===== src/rtl/color_mem_pkg.sv =====
// Shared types and constants for the color-plane memory sequencer.
package color_mem_pkg;

  typedef enum logic [1:0] {
    IDLE   = 2'd0,
    ACCESS = 2'd1,
    DONE   = 2'd2
  } state_t;

  // Channel select encoding as decoded by the control unit
  localparam logic [1:0] RGB_R   = 2'b00;
  localparam logic [1:0] RGB_G   = 2'b01;
  localparam logic [1:0] RGB_B   = 2'b10;
  localparam logic [1:0] RGB_PIX = 2'b11;

  // Default plane base offsets for a 16-bit address space
  localparam logic [15:0] PLANE_R_DEF = 16'h0000;
  localparam logic [15:0] PLANE_G_DEF = 16'h4000;
  localparam logic [15:0] PLANE_B_DEF = 16'h8000;

  // Slice position (in DW units) of a plane inside a packed pixel word;
  // R occupies the highest slice, B the lowest.
  function automatic logic [1:0] beat_slice(input logic [1:0] beat);
    case (beat)
      RGB_R:   return 2'd2;
      RGB_G:   return 2'd1;
      default: return 2'd0;
    endcase
  endfunction

  // Plane base offset for a beat, given the three configured offsets
  function automatic logic [15:0] beat_offset(input logic [1:0]  beat,
                                              input logic [15:0] off_r,
                                              input logic [15:0] off_g,
                                              input logic [15:0] off_b);
    case (beat)
      RGB_R:   return off_r;
      RGB_G:   return off_g;
      default: return off_b;
    endcase
  endfunction

endpackage


===== src/rtl/color_mem_sequencer_beat_timeout_counter.sv =====
// Per-beat wait counter: cleared at each beat start, counts cycles the
// memory holds off, and flags when the wait budget is exhausted.
module beat_timeout_counter #(
  parameter int TIMEOUT = 255
) (
  input  logic i_clk,
  input  logic i_rst_n,
  input  logic i_clr,
  input  logic i_inc,
  output logic o_term
);

  localparam int CW = (TIMEOUT < 1) ? 1 : $clog2(TIMEOUT + 1);

  logic [CW-1:0] r_cnt;
  logic          w_term;

  assign w_term = (r_cnt == CW'(TIMEOUT));
  assign o_term = w_term;

  // Wait counter; saturates at the terminal value until cleared
  always_ff @(posedge i_clk or negedge i_rst_n) begin
    if (!i_rst_n) begin
      r_cnt <= '0;
    end else if (i_clr) begin
      r_cnt <= '0;
    end else if (i_inc && !w_term) begin
      r_cnt <= r_cnt + 1'b1;
    end
  end

endmodule


===== src/rtl/color_mem_sequencer.sv =====
// Multicycle sequencer between execute and the color-plane data memory.
// Single-channel accesses take one memory beat, full-pixel accesses take
// three (R, G, B); the pipeline is stalled until the access completes.
module color_mem_sequencer
  import color_mem_pkg::*;
#(
  parameter int           AW      = 16,
  parameter int           DW      = 8,
  parameter int           RW      = 32,
  parameter logic [AW-1:0] PLANE_R = AW'(PLANE_R_DEF),
  parameter logic [AW-1:0] PLANE_G = AW'(PLANE_G_DEF),
  parameter logic [AW-1:0] PLANE_B = AW'(PLANE_B_DEF),
  parameter int           TIMEOUT = 255
) (
  input  logic          clk,
  input  logic          rst,
  input  logic          mem_req,
  input  logic          MemWrite,
  input  logic [1:0]    RGB,
  input  logic [AW-1:0] Addr,
  input  logic [RW-1:0] WData,
  input  logic          flush,
  output logic          mem_en,
  output logic          mem_we,
  output logic [AW-1:0] mem_addr,
  output logic [DW-1:0] mem_wdata,
  input  logic [DW-1:0] mem_rdata,
  input  logic          mem_ready,
  output logic          stall,
  output logic [RW-1:0] RData,
  output logic          rdata_valid,
  output logic          err,
  output logic          err_sticky
);

  state_t        r_state, w_next;

  logic          r_we;
  logic          r_pix;
  logic [1:0]    r_beat;
  logic [1:0]    r_last;
  logic          r_flush_pend;
  logic          r_abort;
  logic          r_err_sticky;
  logic [RW-1:0] r_rdata;
  logic [AW-1:0] r_addr;
  logic [RW-1:0] r_wdata;

  logic          w_accept;
  logic          w_beat_done;
  logic          w_timeout;
  logic          w_term;
  logic          w_cnt_clr;
  logic          w_cnt_inc;
  logic [1:0]    w_slice;
  logic [1:0]    w_dst;
  logic [AW-1:0] w_plane_off;

  assign w_slice     = beat_slice(r_beat);
  // Single-channel loads land in the lowest slice; pixels use plane order
  assign w_dst       = r_pix ? w_slice : 2'd0;
  assign w_plane_off = AW'(beat_offset(r_beat, 16'(PLANE_R), 16'(PLANE_G), 16'(PLANE_B)));

  // Counter restarts whenever a beat is not in progress or just finished
  assign w_cnt_clr = (r_state != ACCESS) || (mem_ready && !w_term);
  assign w_cnt_inc = (r_state == ACCESS) && !mem_ready;

  beat_timeout_counter #(
    .TIMEOUT (TIMEOUT)
  ) u_timeout (
    .i_clk   (clk),
    .i_rst_n (rst),
    .i_clr   (w_cnt_clr),
    .i_inc   (w_cnt_inc),
    .o_term  (w_term)
  );

  // FSM state register
  always_ff @(posedge clk or negedge rst) begin
    if (!rst) begin
      r_state <= IDLE;
    end else begin
      r_state <= w_next;
    end
  end

  // Next-state and memory/pipeline handshake outputs
  always_comb begin
    w_next      = r_state;
    stall       = 1'b0;
    mem_en      = 1'b0;
    mem_we      = 1'b0;
    mem_addr    = '0;
    mem_wdata   = '0;
    err         = 1'b0;
    rdata_valid = 1'b0;
    w_accept    = 1'b0;
    w_beat_done = 1'b0;
    w_timeout   = 1'b0;
    case (r_state)
      IDLE: begin
        if (mem_req && !flush) begin
          stall    = 1'b1;
          w_accept = 1'b1;
          w_next   = ACCESS;
        end
      end
      ACCESS: begin
        stall = 1'b1;
        if (w_term) begin
          // Memory never answered: abandon the access
          err       = 1'b1;
          w_timeout = 1'b1;
          w_next    = DONE;
        end else begin
          mem_en    = 1'b1;
          mem_we    = r_we;
          mem_addr  = r_addr + w_plane_off;
          mem_wdata = r_wdata[int'(w_slice)*DW +: DW];
          if (mem_ready) begin
            w_beat_done = 1'b1;
            if ((r_beat == r_last) || r_flush_pend || flush) begin
              w_next = DONE;
            end
          end
        end
      end
      DONE: begin
        rdata_valid = !r_we && !r_abort;
        w_next      = IDLE;
      end
      default: w_next = IDLE;
    endcase
  end

  // Control state: beat sequencing, flush/abort tracking, load accumulation
  always_ff @(posedge clk or negedge rst) begin
    if (!rst) begin
      r_we         <= 1'b0;
      r_pix        <= 1'b0;
      r_beat       <= RGB_R;
      r_last       <= RGB_R;
      r_flush_pend <= 1'b0;
      r_abort      <= 1'b0;
      r_err_sticky <= 1'b0;
      r_rdata      <= '0;
    end else begin
      if (w_accept) begin
        r_we         <= MemWrite;
        r_pix        <= (RGB == RGB_PIX);
        r_beat       <= (RGB == RGB_PIX) ? RGB_R : RGB;
        r_last       <= (RGB == RGB_PIX) ? RGB_B : RGB;
        r_flush_pend <= 1'b0;
        r_abort      <= 1'b0;
        r_rdata      <= '0;
      end
      if ((r_state == ACCESS) && flush) begin
        r_flush_pend <= 1'b1;
        r_abort      <= 1'b1;
      end
      if (w_beat_done) begin
        if (!r_we) begin
          r_rdata[int'(w_dst)*DW +: DW] <= mem_rdata;
        end
        r_beat <= r_beat + 2'd1;
      end
      if (w_timeout) begin
        r_rdata      <= '0;
        r_abort      <= 1'b1;
        r_err_sticky <= 1'b1;
      end
    end
  end

  // Captured address and store data; only meaningful while ACCESS
  always_ff @(posedge clk) begin
    if (w_accept) begin
      r_addr  <= Addr;
      r_wdata <= WData;
    end
  end

  assign RData      = r_rdata;
  assign err_sticky = r_err_sticky;

endmodule


===== config.mk =====
export PLATFORM = sky130hd
export DESIGN_NAME = color_mem_sequencer
export DESIGN_NICKNAME = d
export VERILOG_FILES = /design/src/rtl/color_mem_pkg.sv /design/src/rtl/color_mem_sequencer_beat_timeout_counter.sv /design/src/rtl/color_mem_sequencer.sv
export SDC_FILE = /design/constraint.sdc
export NUM_CORES = 1
export LEC_CHECK = 0
export ABC_AREA = 1
export BUFFER_PORTS_ARGS = -buffer_cell sky130_fd_sc_hd__buf_2
export CELL_PAD_IN_SITES_DETAIL_PLACEMENT = 1
export CELL_PAD_IN_SITES_GLOBAL_PLACEMENT = 1
export CORE_AREA = 2 2 130 132
export CTS_CLUSTER_DIAMETER = 80
export CTS_CLUSTER_SIZE = 14
export DETAILED_ROUTE_END_ITERATION = 8
export DIE_AREA = 0 0 132 134
export GPL_ROUTABILITY_DRIVEN = 0
export PLACE_DENSITY = 0.74
export SLEW_MARGIN = 15
export SYNTH_ARGS = -nofsm -noshare
export SYNTH_HDL_FRONTEND = slang
export SYNTH_SLANG_ARGS = --single-unit
export TNS_END_PERCENT = 5

===== constraint.sdc =====
create_clock -name clk -period 3.75 [get_ports clk]
set_input_delay 0.5625 -clock clk [delete_from_list [all_inputs] [get_ports clk]]
set_output_delay 0.5625 -clock clk [all_outputs]
set_load 0.02 [all_outputs]

# Yosys cells after proc, flatten, opt, wreduce, memory -nomap -nowiden
# Index checks and enable logic that the tools add are counted.
# totals
out_inout_bits,62
regBits,99
romBits,0
ramBits,0
latchBits,0
in_bits,64
n_memories,0
# classes
n_bitwise,0
n_eq_ne,10
n_shift,3
add_sub_neg,4
div,0
magnitude_cmp,0
n_reduce_logical,21
n_mul,0
muxes,39
# op_table
operator,count
$mux 32,4
$neg 5->33,1
$shift 8x33->32 const A,1
$shiftx 8x33->32,1
$bwmux 32,1
$mux 16,2
$mux 8,4
$pmux 16 s2,1
$shiftx 32x6->8,1
$mux 2,9
$add 16x16->16,1
$mux 1,15
$add 8x1->8 const B,1
$eq 8x8->1 const B,1
$pmux 2 s2,2
$logic_and 1x1->1,6
$reduce_bool 2->1,3
$logic_not 1->1,5
$eq 2x1->1 const B,2
$eq 2x2->1 const B,2
$logic_not 2->1,2
$logic_or 1x1->1,3
$ne 3x1->1 const B,1
$ne 3x2->1 const B,1
other kinds (7),7

# Longest topological paths before layout
# Gate-level depths: netlist of the first run.
# logic_depth
word_depth,9
mapped_depth,15
ltp_nobuf,11

# Hierarchy
# From an unflattened synthesis of the first run, not the netlist that was laid out.
# hier_totals
hier_cells,482
area_unflattened_um2,4621.9
# by_module_without_submodules
mod,area_each_um2,cells_each,n_inst,seq_area_each_um2
color_mem_sequencer,4113.9,412,1,2517.4
beat_timeout_counter,508.0,70,1,200.2

# Worst setup path after synthesis of the first run
# No wires, ideal clock.
# synth_path
kind,register -> output
startpoint,register r_beat[1]
endpoint,output mem_addr[15]
slack_ns,1.600
arrival_time_ns,1.588
stages_incl_launch_ff,7
path_cell_list,dfrtp_1 inv_1 ha_1 ha_1 xnor2_1 or2_2 a21oi_1
# synth_via
elab_chain_len,5
word_cells_on_any_way,6
cone_classes,1 x add/sub; 1 x eq/ne; 3 x mux; 1 x reduce/logical
# synth_lines
element,line_no,rtl
"start, declared",color_mem_sequencer.sv:40,logic [1:0] r_beat;
"start signal, assigned",color_mem_sequencer.sv:151,r_beat <= (RGB == RGB_PIX) ? RGB_R : RGB;
"start signal, assigned",color_mem_sequencer.sv:165,r_beat <= r_beat + 2'd1;
$eq 2x1->1 / $logic_not 2->1 (equally long branches),color_mem_pkg.sv:36,case (beat)
$pmux 16 s2 *,color_mem_pkg.sv:36,
$add 16x16->16 *,color_mem_sequencer.sv:118,mem_addr = r_addr + w_plane_off;
$mux 16 *,color_mem_sequencer.sv:110,if (w_term) begin
$mux 16 *,color_mem_sequencer.sv:100,case (r_state)
"end, declared",color_mem_sequencer.sv:25,"output logic [AW-1:0] mem_addr,"
# Mark *: on every way between the ends. The rest lies on a longest branch, timed or not.

# Worst setup path after layout of the first run
# layout_path
startpoint,register u_timeout.r_cnt[0]
endpoint,output mem_wdata[1]
# layout_via
elab_chain_len,3
# layout_lines
element,line_no,rtl
"start, declared",color_mem_sequencer_beat_timeout_counter.sv:15,logic [CW-1:0] r_cnt;
"start signal, assigned",color_mem_sequencer_beat_timeout_counter.sv:28,r_cnt <= r_cnt + 1'b1;
$eq 8x8->1,color_mem_sequencer_beat_timeout_counter.sv:18,assign w_term = (r_cnt == CW'(TIMEOUT));
$mux 8,color_mem_sequencer.sv:110,
$mux 8,color_mem_sequencer.sv:100,
"end, declared",color_mem_sequencer.sv:26,"output logic [DW-1:0] mem_wdata,"
# Every way passes these cells.

==> results of run 1 <==
[registers in the layout, summed over array words and instances (netlist names)]
name             flops
err_sticky           1
r_we                 1
r_flush_pend         1
r_addr              16
r_state              2
r_beat               2
RData               32
r_abort              1
r_wdata             32
u_timeout.r_cnt      8
r_pix                1
r_last               2
[path summary, 6_finish.rpt]
| kind | from | end | slack, ps | cells after the start |
|---|---|---|---|---|
| worst min register to register | err_sticky | err_sticky | 470 | 1 |
| worst min-delay path | rst | RData[14] | 310 | 1 |
| min in group clk | WData[22] | r_wdata[22] | 390 | 1 |
| worst max-delay path | u_timeout.r_cnt[0] | mem_wdata[1] | 930 | 7 |
| worst max register to register | r_beat[0] | RData[24] | 1360 | 9 |
| max in group asynchronous | rst | u_timeout.r_cnt[3] | 2660 | 2 |
[layout by cell type, fill, tap and decap left out, types with 3 or more instances in the layout]
| cell | count |
|---|---|
| nand2_1 | 140 |
| nor2_4 | 3 |
| nand2_2 | 3 |
| xnor2_1 | 5 |
| nor3_1 | 16 |
| inv_1 | 40 |
| ha_1 | 8 |
| edfxtp_1 | 48 |
| o21ai_0 | 25 |
| nand4_4 | 4 |
| buf_4 | 5 |
| dfrtp_1 | 51 |
| clkbuf_16 | 9 |
| a21oi_1 | 12 |
| inv_2 | 6 |
| nand2_4 | 3 |
| buf_2 | 125 |
| nor2_1 | 131 |
| nand3_1 | 9 |
[cells by family after synthesis]
family | synth area share [%]
buffers and inverters | 7.20
flip-flops | 56.3
AO/OA/AOI/OAI | 4.43
AND/OR/NAND/NOR | 28.8
adder cells (fa/ha/maj) | 2.07
XOR/XNOR | 1.27
[metal layers]
metal	vias up	global-route usage [%]	routed length [µm]
met3	10	3.93	859
met2	110	25.9	6240
met4	2	4.95	97
li1	1949	-	-
met5	-	0	10
met1	1883	19.4	5940
[cell type report]
cell class              instances  area, µm²
diodes                          1       2.50
clock buffers                   9        225
clock inverters                 7       82.6
fillers                      1990      10400
inverters                      46        173
multi-input cells             374       1760
flip-flops and latches         99       2720
well taps                     220        275
repair buffers                130        663
[power groups by stage]
stage / Clock, mW / Sequential [mW] / Combinational [mW]
global route: 1.04 / 1.47 / 1.57
finish: 0.971 / 1.45 / 1.40
CTS: 1.01 / 1.45 / 1.43
floorplan: 0 / 1.54 / 0.924
global placement: 0 / 1.47 / 1.40
detailed placement: 0 / 1.47 / 1.42
[stage by stage]
| stage | cells | setup slack (ps) |
|---|---|---|
| 2_1_floorplan | 543 | 1600 |
| 3_3_place_gp | 869 | 1280 |
| 3_5_place_dp | 869 | 1260 |
| 4_1_cts | 885 | 873 |
| 5_1_grt | 885 | 744 |
| 6_report | 886 | 932 |
==> impl_metrics.py, run 1 <==
metrics = {
    "synth": {
        "syn-num-nets": 615,
        "yosysWarnings": 0,
        "synth_cells": 543,
        "synth_most_common_cell": "nand2_1",
        "syn_area_per_cell_um2": 8.89,
        "yosys.area.top_type_share_pct": 29.8,
        "synth_edf_count": 48,
        "synthTopCellsByCount": "140 x nand2_1, 131 x nor2_1, 51 x dfrtp_1, 48 x edfxtp_1, 40 x inv_1",
        "synthTopCellsByArea": "edfxtp_1 30%, dfrtp_1 26%, nand2_1 11%, nor2_1 10%, inv_1 3.1%",
        "netlist_area_um2": 4830,
        "yosysSeqAreaShare_pct": 56.3,
        "synthDistinctLibCells": 33,
        "async_flop_share_pct": 51.5,
        "ys.flop_type": "dfrtp_1",
        "yosysTopAreaCell": "edfxtp_1",
        "ys_ff_latch": 99,
    },
    "clock_network": {
        "cts_max_level": 3,
        "holdBufCountCts": 0,
        "path_clk_slew_ps": 70,
        "cts_buffers": 9,
        "cts_max_path_buffers": 2,
        "tritoncts": "yes",
        "numClockSinks": 99,
        "insertion_delay_ps": 350,
        "cts_resized": 0,
        "root_buffer": "clkbuf_16",
        "cts_setup_buffers": 0,
    },
    "floorplan": {
        "core_um2": 16300,
        "start_util_pct": 29.6,
        "io_pins": 126,
        "dieHeight_um": 134,
        "die_x_um": 132,
        "die_area_um2": 17700,
        "row_count": 47,
    },
    "detailed_routing": {
        "ant_nets": 0,
        "drt-vias-per-instance": 4.46,
        "vias": 3954,
        "drt_wl_total_um": 13100,
        "drc": 0,
        "post_drt_wl_per_cell_um": 14.8,
        "drtIter0Drc": 182,
        "first_pass_iters": 4,
    },
    "setup_path": {
        "crit_type": "reg -> out",
        "startpoint_type": "flip-flop",
        "crit_fanout": 26,
        "cp_slowest_stage_delay_ps": 400,
        "critical_path_required_ps": 3190,
        "slowest_stage": "dfrtp_1",
        "path_buf_inv": 1,
        "worstSetupEndpointType": "output port",
        "arrival_ps": 2260,
        "critical_path.top_delay_family": "simple AND/OR/NAND/NOR gates",
        "crit_chain": "ha_1 > nand2_1 > nor2_4 > nand2_4 > nand2_2 > a21oi_1 > buf_2",
    },
    "sta": {
        "setup_viol": 0,
        "clock.fmax_mhz": 355,
        "fin_skew_ps": 6.21,
        "hold_viol_final": 0,
        "rsz0062_at_grt": "false",
        "worst_slew_pin_slew_ps": 859,
        "fin_crit_ps": 2820,
        "finalSetupTns_ps": 0,
        "relSlewSlack_pct": 42.8,
        "fin_crit_sh_pct": 75.1,
        "maxSlewViolCount": 0,
        "holdWs_ps": 312,
    },
    "global_route": {
        "grt.overflow.total": 0,
        "grt_pass1_wl_um": 21200,
        "antenna_found_initial": 1,
        "grtUsageTotal_pct": 15.4,
        "grt_max_degree": 52,
        "grt_pass1_vias": 4039,
    },
    "finish": {
        "syn_to_final_growth_pct": 22.2,
        "post_route_cells_drive_above_1_share_pct": 25.4,
        "stdcell_area_um2": 5900,
        "finalNetCount": 732,
        "final_util_pct": 36.2,
    },
    "placed_design": {
        "post-dp-hpwl_um": 9450,
        "postPlaceCellArea_um2": 5590,
        "io_buffers": 125,
    },
    "pwr": {
        "internal_power_mw": 2.34,
        "p_switching_mw": 1.48,
        "pwr-share-clk_pct": 25.4,
        "p_seq_share_pct": 37.9,
        "ir_drop_mv": 0.283,
        "pwr-share-comb_pct": 36.6,
        "power_mw": 3.82,
        "cellPowerDensity_nw_per_um2": 647,
        "p_leak_nw": 3.08,
        "switching_share_pct": 38.8,
    },
    "min_path": {
        "hp-class": "in -> async",
    },
    "job": {
        "drv_cap": 0,
    },
    "outcome": {
        "status": "complete, no violations",
    },
}
No activity file was read; power rests on OpenSTA's default activity.
==> run 2: changes to the inputs <==
PLACE_DENSITY = 0.77   (was 0.74)
clock period = 2.5 ns   (was 3.75 ns; I/O delays follow)
==> run 2 against run 1 <==
Die area unchanged. Sequential power increased by 50%. Clock skew increased by 5.6 ps. Worst hold slack got worse by 170 ps. Sequential share of layout area decreased by 0.42 points. Non-clock buffer count increased by 3. Via count increased by 1.2%. First-iteration DRC count decreased by 2.2%. Clock-buffer cell count unchanged. Critical path type unchanged. Largest cell class unchanged. Largest power group is now combinational logic.
==> impl_metrics.py, run 2 (synthesis gave the netlist of run 1 again) <==
metrics = {
    "outcome": {
        "status": "complete, no violations",
    },
    "setup_path": {
        "ff2ff_path_depth": 9,
        "path_buf_inv": 4,
        "worstSetupEndpointType": "output port",
        "crit_type": "reg -> out",
        "r2r_setup_slack_ps": 410,
        "crit_fanout": 18,
        "critical_path_required_ps": 2120,
        "startpoint_type": "flip-flop",
        "crit_start": "r_beat[1]",
        "reg2reg_from": "r_beat[1]",
        "cp_slowest_stage_delay_ps": 410,
        "critical_path.top_delay_family": "buffers and inverters",
        "crit_chain": "inv_1 > ha_2 > buf_8 > inv_2 > o21ai_0 > a21oi_1 > buf_2",
        "timing.rr.end": "RData[24]",
        "slowest_stage": "dfrtp_1",
        "arrival_ps": 1980,
    },
    "global_route": {
        "grt_pass1_vias": 3928,
        "grtUsageTotal_pct": 15.3,
        "grt_max_degree": 52,
        "antenna_found_initial": 1,
        "grt.overflow.total": 0,
        "grt_pass1_wl_um": 21300,
    },
    "clock_network": {
        "tritoncts": "yes",
        "cts_buffers": 9,
        "cts_setup_buffers": 0,
        "cts_max_level": 3,
        "cts_max_path_buffers": 2,
        "path_clk_slew_ps": 80,
        "cts_resized": 2,
        "numClockSinks": 99,
        "holdBufCountCts": 0,
        "root_buffer": "clkbuf_16",
        "insertion_delay_ps": 350,
    },
    "finish": {
        "syn_to_final_growth_pct": 23.3,
        "stdcell_area_um2": 5960,
        "mostFrequentLayoutCells": "140 x nand2_1, 131 x nor2_1, 125 x buf_2",
        "final_common_cell": "nand2_1",
        "post_route_cells_drive_above_1_share_pct": 26.3,
        "finalNetCount": 735,
        "diodes": 0,
        "final_util_pct": 36.6,
        "stdcell_count": 888,
    },
    "min_path": {
        "hp-class": "in -> async",
    },
    "placed_design": {
        "postPlaceCellArea_um2": 5640,
        "pre_cts_slack_ps": 315,
        "io_buffers": 125,
        "post-dp-hpwl_um": 9800,
        "dp.cells": 872,
    },
    "detailed_routing": {
        "drc": 0,
        "drt_wl_total_um": 13400,
        "first_pass_iters": 6,
        "ant_nets": 0,
        "drtIter0Drc": 178,
        "post_drt_wl_per_cell_um": 15.0,
        "drt-vias-per-instance": 4.51,
        "vias": 4001,
    },
    "floorplan": {
        "io_pins": 126,
        "start_util_pct": 29.6,
        "core_um2": 16300,
        "row_count": 47,
        "dieHeight_um": 134,
        "die_area_um2": 17700,
        "die_x_um": 132,
    },
    "pwr": {
        "switching_share_pct": 40.8,
        "p_seq_share_pct": 37.8,
        "power_mw": 5.75,
        "p_switching_mw": 2.35,
        "cellPowerDensity_nw_per_um2": 966,
        "pwr-share-comb_pct": 38.2,
        "p_leak_nw": 3.10,
        "ir_drop_mv": 0.343,
        "internal_power_mw": 3.40,
        "pwr-share-clk_pct": 24.0,
    },
    "sta": {
        "maxSlewViolCount": 0,
        "setup_viol": 0,
        "hold_viol_final": 0,
        "worst_slew_pin_slew_ps": 692,
        "rsz0062_at_grt": "true",
        "clock.fmax_mhz": 425,
        "relSlewSlack_pct": 53.9,
        "fin_crit_ps": 2360,
        "fin_ws_ps": 144,
        "fin_skew_ps": 11.8,
        "fin_crit_sh_pct": 94.2,
    },
    "job": {
        "drv_cap": 0,
    },
}
-- run 2: cell types whose count changed in the layout (fill, tap and decap cells not counted), moves of 2 or more --
| cell | previous run | this run |
|---|---|---|
| clkinv_1 | 2 | 0 |
| buf_12 | 0 | 2 |
| inv_6 | 0 | 2 |
| o21ai_0 | 25 | 21 |
| o21ai_1 | 1 | 5 |
| clkinv_2 | 2 | 0 |
| bufinv_16 | 2 | 0 |
| inv_8 | 0 | 3 |
-- run 2: final cells by class --
| type | instances | area (µm²) |
|---|---|---|
| fillers | 1978 | 10300 |
| well taps | 220 | 275 |
| multi-input cells | 374 | 1780 |
| clock inverters | 7 | 67.6 |
| repair buffers | 133 | 718 |
| clock buffers | 9 | 225 |
| flip-flops and latches | 99 | 2720 |
| inverters | 46 | 173 |
-- run 2: metrics by stage --
step | hold slack (ps) | setup TNS, ps
2_1_floorplan | 79.4 | 0
3_3_place_gp | 451 | 0
3_5_place_dp | 458 | 0
4_1_cts | 162 | 0
5_1_grt | 174 | -0.869
6_report | 145 | 0
-- run 2: power by group through the flow --
stage	clock [mW]	sequential (mW)	combinational [mW]
finish	1.38	2.17	2.19
global route	1.51	2.20	2.45
CTS	1.43	2.18	2.20
detailed placement	0	2.21	2.17
global placement	0	2.20	2.12
floorplan	0	2.31	1.39
-- run 2: how the worst max path moves through the flow --
stage                     slack (ps)           end  cells after the start
after global routing            -0.6  mem_wdata[3]                      7
after floorplan                  420     RData[11]                     11
final                            140  mem_wdata[5]                      7
after CTS                         30  mem_wdata[2]                      7
after detailed placement         310  mem_addr[14]                      7
after global placement           380  mem_addr[14]                      7
-- run 2: per-layer routing --
metal,vias up,part of all wire [%],GRT usage (%)
met2,107,47,24.9
met4,0,0.79,3.26
met3,8,5.7,4.12
met5,-,0,0
li1,1955,-,-
met1,1931,47,20.6
==> run 3: changes to the inputs <==
SETUP_SLACK_MARGIN = 0.4   (was not set)
==> run 3 against run 2 <==
Non-clock buffer count up 8. Combinational power up 12%. Register-to-register slack better by 40 ps.
==> impl_metrics.py, run 3 (synthesis gave the netlist of run 1 again) <==
metrics = {
    "outcome": {
        "status": "complete, no violations",
    },
    "floorplan": {
        "core_um2": 16300,
        "row_count": 47,
        "die_area_um2": 17700,
        "start_util_pct": 29.6,
        "io_pins": 126,
        "dieHeight_um": 134,
        "die_x_um": 132,
    },
    "detailed_routing": {
        "ant_nets": 0,
        "vias": 4090,
        "drt-vias-per-instance": 4.56,
        "post_drt_wl_per_cell_um": 15.3,
        "drtIter0Drc": 176,
        "drc": 0,
        "first_pass_iters": 5,
        "drt_wl_total_um": 13700,
    },
    "clock_network": {
        "root_buffer": "clkbuf_16",
        "cts_max_level": 3,
        "path_clk_slew_ps": 80,
        "cts_max_path_buffers": 2,
        "insertion_delay_ps": 350,
        "holdBufCountCts": 0,
        "tritoncts": "yes",
        "numClockSinks": 99,
        "cts_buffers": 9,
    },
    "global_route": {
        "grt_pass1_wl_um": 21800,
        "grt_max_degree": 52,
        "antenna_found_initial": 1,
        "grt.overflow.total": 0,
        "grtUsageTotal_pct": 15.7,
        "grt_pass1_vias": 3994,
    },
    "setup_path": {
        "arrival_ps": 1800,
        "critical_path_required_ps": 2120,
        "crit_fanout": 4,
        "critical_path.top_delay_family": "flip-flops",
        "path_buf_inv": 1,
        "crit_start": "r_beat[0]",
        "crit_top_cell": "ha_4",
        "reg2reg_from": "r_beat[0]",
        "crit_chain": "ha_4 > ha_4 > xnor2_4 > or2_4 > a21oi_2 > buf_6",
        "startpoint_type": "flip-flop",
        "cp_slowest_stage_delay_ps": 450,
        "slowest_stage": "dfrtp_2",
        "crit_type": "reg -> out",
        "worstSetupEndpointType": "output port",
    },
    "sta": {
        "clock.fmax_mhz": 459,
        "setup_viol": 0,
        "hold_viol_final": 0,
        "worst_slew_pin_slew_ps": 698,
        "fin_crit_sh_pct": 87.1,
        "fin_skew_ps": 9.57,
        "finalSetupTns_ps": 0,
        "fin_crit_ps": 2180,
        "maxSlewViolCount": 0,
        "relSlewSlack_pct": 53.5,
        "rsz0062_at_grt": "true",
    },
    "pwr": {
        "cellPowerDensity_nw_per_um2": 978,
        "power_mw": 6.03,
        "p_seq_share_pct": 36.2,
        "p_leak_nw": 3.14,
        "pwr-share-clk_pct": 22.9,
        "internal_power_mw": 3.57,
        "p_switching_mw": 2.46,
        "switching_share_pct": 40.8,
        "ir_drop_mv": 0.343,
        "pwr-share-comb_pct": 40.9,
    },
    "finish": {
        "post_route_cells_drive_above_1_share_pct": 29.5,
        "mostFrequentLayoutCells": "140 x nand2_1, 126 x nor2_1, 119 x buf_2",
        "nFillCells": 1965,
        "finalNetCount": 744,
        "multiInputGateArea_um2": 1890,
        "diodes": 0,
        "syn_to_final_growth_pct": 27.6,
        "seq_area_um2": 2720,
        "final_util_pct": 37.8,
        "final_common_cell": "nand2_1",
    },
    "min_path": {
        "hp-class": "in -> async",
    },
    "job": {
        "drv_cap": 0,
    },
    "placed_design": {
        "post-dp-hpwl_um": 9800,
        "io_buffers": 125,
    },
}
-- run 3: cell types whose count changed in the layout (fill, tap and decap cells not counted), moves of 2 or more --
cell | before | now
ha_1 | 7 | 5
o21ai_0 | 21 | 19
ha_4 | 0 | 3
nor2_2 | 2 | 7
buf_4 | 5 | 17
buf_6 | 0 | 2
inv_1 | 39 | 37
buf_2 | 125 | 119
a21oi_1 | 12 | 9
nor2_1 | 131 | 126
nand2_8 | 1 | 3
a21oi_2 | 0 | 3
-- run 3: power groups by stage --
stage / sequential, mW / clock [mW] / combinational, mW
floorplan: 2.31 / 0 / 1.39
global placement: 2.20 / 0 / 2.12
detailed placement: 2.21 / 0 / 2.17
CTS: 2.18 / 1.43 / 2.40
global route: 2.21 / 1.50 / 2.73
finish: 2.18 / 1.38 / 2.46
-- run 3: metal layers --
layer	routed length, µm	track usage, %	vias to the layer above
met5	0	0	-
met4	139	3.56	0
met3	713	4.08	10
met2	6520	25.7	102
met1	6330	21.0	1995
li1	-	-	1983
-- run 3: final timing paths --
path	end	cells past startpoint	slack (ps)
hold reg to reg	err_sticky	1	470
min in group clk	r_addr[14]	1	190
setup reg to reg	RData[21]	10	450
max in group asynchronous	r_beat[0]	2	1850
setup / recovery	mem_addr[15]	6	320
hold / removal	RData[15]	2	150
-- run 3: final cells by class --
type,count,share of cell area [%]
clock buffers,9,3.65
well taps,220,4.47
inverters,46,2.88
multi-input cells,375,30.7
clock inverters,7,1.10
repair buffers,141,13.1
flip-flops and latches,99,44.1
-- run 3: what timing repair did --
action	4_1_cts	5_1_grt
pin swaps	4	7
gates resized for setup	28	17
setup buffers	5	3
gates cloned	1	0
endpoints found under the setup margin	35	53
-- run 3: stage by stage --
stage / setup slack, ps / cell area (µm²) / hold WS [ps] / std cells
after floorplan: 421 / 4830 / 79.4 / 543
after global placement: 383 / 5640 / 451 / 872
after detailed placement: 315 / 5640 / 458 / 872
after CTS: 311 / 6090 / 162 / 894
after global routing: 254 / 6160 / 176 / 897
final: 323 / 6160 / 148 / 897
-- run 3: worst reg2reg max path: cells and delay by family (launching register included) --
family	cells	cell delay (ps)
buffers and inverters	2	180
DFF	1	450
adders and majority gates	2	400
and+or+nand+nor	6	970
